<file path="config.mk">
export PLATFORM = sky130hd
export DESIGN_NAME = cacheline_adapter
export DESIGN_NICKNAME = d
export VERILOG_FILES = /design/src/rtl/cacheline_adapter_pkg.sv /design/src/rtl/cacheline_adapter.sv
export SDC_FILE = /design/constraint.sdc
export NUM_CORES = 1
export LEC_CHECK = 0
export ABC_AREA = 1
export BUFFER_PORTS_ARGS = -buffer_cell sky130_fd_sc_hd__buf_2
export CORE_AREA = 10 10 269 271
export CTS_CLUSTER_SIZE = 12
export DETAILED_ROUTE_END_ITERATION = 10
export DIE_AREA = 0 0 279 281
export MAX_ROUTING_LAYER = met4
export SYNTH_ARGS = -nofsm -noshare
export SYNTH_HDL_FRONTEND = slang
export SYNTH_SLANG_ARGS = --single-unit
</file>
<file path="constraint.sdc">
create_clock -name clk -period 1.9 [get_ports clk]
set_clock_uncertainty 0.15 [all_clocks]
set_input_delay 0 -clock clk [delete_from_list [all_inputs] [get_ports clk]]
set_output_delay 0 -clock clk [all_outputs]
set_load 0.01 [all_outputs]
</file>
<file path="src/rtl/cacheline_adapter_pkg.sv">
// Shared types and sizing for the cache-line <-> burst-bus adapter.
// The line is fixed at four 64-bit beats; the beat index width follows from that.
package cacheline_adapter_pkg;

  localparam int LINE_W_DEF  = 256;
  localparam int BURST_W_DEF = 64;
  localparam int BURST_N     = LINE_W_DEF / BURST_W_DEF;
  localparam int BEAT_W      = $clog2(BURST_N);

  typedef enum logic [2:0] {
    IDLE,
    READ,
    READ_DONE,
    WRITE,
    WRITE_DONE
  } adapter_state_t;

  // Memory bursts always start on a 32-byte line boundary.
  function automatic logic [31:0] line_align(input logic [31:0] addr);
    return addr & ~32'h0000_001F;
  endfunction

endpackage

</file>
<file path="src/rtl/cacheline_adapter.sv">
// Bridges the cache's 256-bit line port to a 64-bit burst memory bus: a fill
// collects four beats into one line, a writeback serialises one line into four beats.
module cacheline_adapter
  import cacheline_adapter_pkg::*;
#(
  parameter int LINE_W  = LINE_W_DEF,
  parameter int BURST_W = BURST_W_DEF
) (
  input  logic               clk,
  input  logic               rst,
  input  logic [31:0]        line_addr,
  input  logic               line_read,
  input  logic               line_write,
  input  logic [LINE_W-1:0]  line_wdata,
  output logic [LINE_W-1:0]  line_rdata,
  output logic               line_resp,
  output logic [31:0]        burst_addr,
  output logic               burst_read,
  output logic               burst_write,
  output logic [BURST_W-1:0] burst_wdata,
  input  logic [BURST_W-1:0] burst_rdata,
  input  logic               burst_resp
);

  localparam logic [BEAT_W-1:0] LAST_BEAT = BEAT_W'(BURST_N - 1);

  adapter_state_t      state_q, state_d;
  logic [BEAT_W-1:0]   cnt_q, cnt_d;
  logic [LINE_W-1:0]   buf_q, buf_d;
  logic [31:0]         addr_q, addr_d;

  always_ff @(posedge clk or negedge rst) begin
    if (!rst) begin
      state_q <= IDLE;
      cnt_q   <= '0;
      buf_q   <= '0;
      addr_q  <= '0;
    end else begin
      state_q <= state_d;
      cnt_q   <= cnt_d;
      buf_q   <= buf_d;
      addr_q  <= addr_d;
    end
  end

  always_comb begin
    state_d = state_q;
    cnt_d   = cnt_q;
    buf_d   = buf_q;
    addr_d  = addr_q;
    unique case (state_q)
      IDLE: begin
        // Writeback wins so a dirty victim leaves before its replacement arrives.
        if (line_write) begin
          addr_d  = line_align(line_addr);
          buf_d   = line_wdata;
          cnt_d   = '0;
          state_d = WRITE;
        end else if (line_read) begin
          addr_d  = line_align(line_addr);
          cnt_d   = '0;
          state_d = READ;
        end
      end
      READ: begin
        if (burst_resp) begin
          for (int i = 0; i < BURST_N; i++) begin
            if (cnt_q == BEAT_W'(i)) buf_d[i*BURST_W +: BURST_W] = burst_rdata;
          end
          cnt_d = cnt_q + BEAT_W'(1);
          if (cnt_q == LAST_BEAT) state_d = READ_DONE;
        end
      end
      WRITE: begin
        if (burst_resp) begin
          cnt_d = cnt_q + BEAT_W'(1);
          if (cnt_q == LAST_BEAT) state_d = WRITE_DONE;
        end
      end
      READ_DONE:  state_d = IDLE;
      WRITE_DONE: state_d = IDLE;
      default:    state_d = IDLE;
    endcase
  end

  // Everything visible to the cache and the bus decodes from registered state only.
  always_comb begin
    burst_wdata = '0;
    for (int i = 0; i < BURST_N; i++) begin
      if (cnt_q == BEAT_W'(i)) burst_wdata = buf_q[i*BURST_W +: BURST_W];
    end
  end

  assign burst_read  = (state_q == READ);
  assign burst_write = (state_q == WRITE);
  assign line_resp   = (state_q == READ_DONE) || (state_q == WRITE_DONE);
  assign line_rdata  = buf_q;
  assign burst_addr  = addr_q;

endmodule
</file>
==> reports/results.ini <==
[place]
pre_cts_slack_ps=-196
dpl_cell_area_um2=21100
port_buffers=701
place_congestion=0.929
hpwlAfterDp_um=62100

[synth]
synth.most_common_cell=nand2_1
synthTopCellsByArea=dfrtp_1 (46%), nand2_1 (38%), a21oi_1 (4.1%)
synth_top_area_share_pct=46.0
yosysWarnings=0
synth.distinct_cells=24
async_reset_ff_share_pct=100
yosysTopAreaCell=dfrtp_1
ys_ff_latch=288
avgSynthCellArea_um2=6.60
yosysSeqAreaShare_pct=46.0
synth-edff-count=0
synthTopCellsByCount=nand2_1 (1572), dfrtp_1 (288), a21oi_1 (129)
postSynthCellCount=2374
synth-main-ff-cell=dfrtp_1
synth_area_um2=15700

[drt]
drt-initial-drc-count=1919
via_per_inst=4.82
post_drt_wl_per_cell_um=22.3
drc_errors=0
ant_nets=0
first_pass_iters=6
vias=21200
wirelength_um=98000

[worst_setup_path]
worst_ep_arrival_time_ps=2230
cp_slowest_stage_delay_ps=400
start_kind=flop
rr_endpoint=line_rdata[29]
cp_top_family=buffers and inverters
r2r_cells=10
required_ps=1750
crit_path_cell_trace=inv_2, ha_4, buf_6, clkbuf_16, nand2_4, o21ai_2, nand2_2, a21oi_2, buf_2
rrSetupSlack_ps=-60
crit_path_end_kind=primary output
critPathSlowestCell=dfrtp_1
worst-path-max-fanout=8
r2r-start=state_q[2]
critPathKind=reg2out
path_buf_inv=4

[run]
cap_violations=0

[floorplanning]
die_area_um2=78400
core_um2=66800
chipWidth_um=279
die_h_um=281
start_util_pct=23.4
pin_count=712
rows=95

[timing]
post-route-period-util_pct=125
hold_viol=0
slew_viol_final=0
tns_ps=-29830
rsz0062_at_grt=true
fin_ws_ps=-481
setup-violations-final=194
period_needed_ps=2380
max_clock_freq_mhz=420

[layout]
layout.nets=3850
fin_area_um2=27700
regArea_um2=7210
n_fill_cell=6687
syn_to_final_growth_pct=77.0
multi_input_area_um2=8380
final_util_pct=41.5
drive_above_1_share_pct=31.8

[min_path]
min-delay-start=line_addr[20]
holdPathEnd=burst_addr[20]
min_path_cells=4
hp-class=in2reg

[run_status]
outcome=finished, violations left
violations=setup timing

[clock_network]
cts_buffers=36
cts.sinks=288
clock_latency_ps=540
cts_tree=yes
cts_root_buf=clkbuf_16
cts_max_level=2
cts.reportedPaths.clkPinSlew_ps=60
cts_buffer_depth=3

[grt]
grt_start_max_net_pins=72
grt_pass1_wl_um=134000
antenna_found_initial=2
grt.overflow.total=0
grt_usage_pct=23.2
grt_pass1_vias=21200

[power]
ir_worst_vdd_v=0.00163
leakagePower_nw=15.5
p_per_area_nw_per_um2=2010

## per-stage QoR
| step | hold slack (ps) | power [W] | cells |
|---|---|---|---|
| floorplan | -446 | 0.0267 | 2378 |
| global placement | -173 | 0.0414 | 3918 |
| detailed placement | -174 | 0.0417 | 3918 |
| CTS | 1.11 | 0.0519 | 4359 |
| global route | 26.5 | 0.0590 | 4388 |
| finish | 42.0 | 0.0558 | 4391 |
## worst max path at each step
stage             start               to  cells after the start
2_1_floorplan  cnt_q[0]  burst_wdata[10]                      6
3_3_place_gp   cnt_q[0]   burst_wdata[1]                      7
3_5_place_dp   cnt_q[0]   burst_wdata[1]                      7
4_1_cts        cnt_q[0]  burst_wdata[26]                      8
5_1_grt        cnt_q[0]   burst_wdata[3]                      8
6_report       cnt_q[0]  burst_wdata[11]                      9
## power breakdown
| group | internal (W) | total [W] | switching, W | leakage (nW) |
|---|---|---|---|---|
| sequential | 0.00920 | 0.0121 | 0.00291 | 3.60 |
| combinational | 0.0141 | 0.0365 | 0.0224 | 11.3 |
| clock | 0.00428 | 0.00712 | 0.00284 | 0.592 |
| total | 0.0276 | 0.0558 | 0.0282 | 15.5 |
## flip-flops by register name (all words and copies together), names as in the netlist
| name | count |
|---|---|
| line_rdata | 256 |
| state_q | 3 |
| burst_addr | 27 |
| cnt_q | 2 |
## routing by layer
layer | track usage, % | wire length (µm) | vias up
met1 | 26.0 | 36900 | 9946
li1 | - | - | 9580
met5 | - | 0 | -
met3 | 4.15 | 7950 | 332
met4 | 12.7 | 5990 | 0
met2 | 38.9 | 47200 | 1318
## cells by family after synthesis
group | count (synthesis) | share of synthesized area [%]
simple gates | 1717 | 42.0
flops | 288 | 46.0
compound gates | 198 | 6.39
buf+inv | 166 | 5.22
fa+ha+maj | 4 | 0.320
other cells | 1 | 0.0240
## worst min-delay path, delay by kind of cell
kind / cells / cell delay [ps]
AND/OR/NAND/NOR: 2 / 80
buffers and inverters: 2 / 610
## layout make-up
| cell class | instances | area share, % |
|---|---|---|
| timing repair buffer | 1223 | 35.2 |
| multi-input combinational | 1924 | 30.2 |
| sequential | 288 | 26.0 |
| tap | 873 | 3.94 |
| clock buffer | 52 | 3.83 |
| clock inverter | 11 | 0.479 |
| inverter | 16 | 0.303 |
| antenna | 4 | 0.0361 |
## repair_timing
| action | in CTS | in global routing |
|---|---|---|
| pin swaps | 27 | 43 |
| hold buffers | 355 | 1 |
| setup endpoints to repair | 66 | 302 |
| cloned | 13 | 19 |
| hold endpoints to repair | 576 | 2 |
| gates resized for setup | 139 | 179 |
| buffers inserted | 10 | 10 |
## layout by cell type (no fill, tap or decap), types with 2 or more instances in the layout
cell           Yosys  final
o21ai_2            1     36
conb_1             1      5
nand2_1         1572   1505
buf_6              5     17
o21ai_4            0      2
buf_16             0     17
inv_2              6      7
a21oi_2            1     58
nand3_4            0      2
clkbuf_8           0      8
nand3_2            2      3
clkbuf_16          0     53
inv_1              9      5
o21ai_1            1     27
dfrtp_2            0      2
dlygate4sd3_1      0    355
nand2_2            3     56
clkbuf_1          38      7
nor2_1            66     65
bufinv_16          0      3
nand2_4            0     13
buf_4             16     60
o21ai_0           65      2
buf_8              0      9
ha_4               0      4
a21oi_4            0      2
clkinv_2           0      7
a21oi_1          129     70
nor2_4             3      5
nand3_1           69     66
buf_2             77    696
dfrtp_1          288    286
buf_12             0     53
diode_2            0      4
Power figures use the tool's default switching activity.
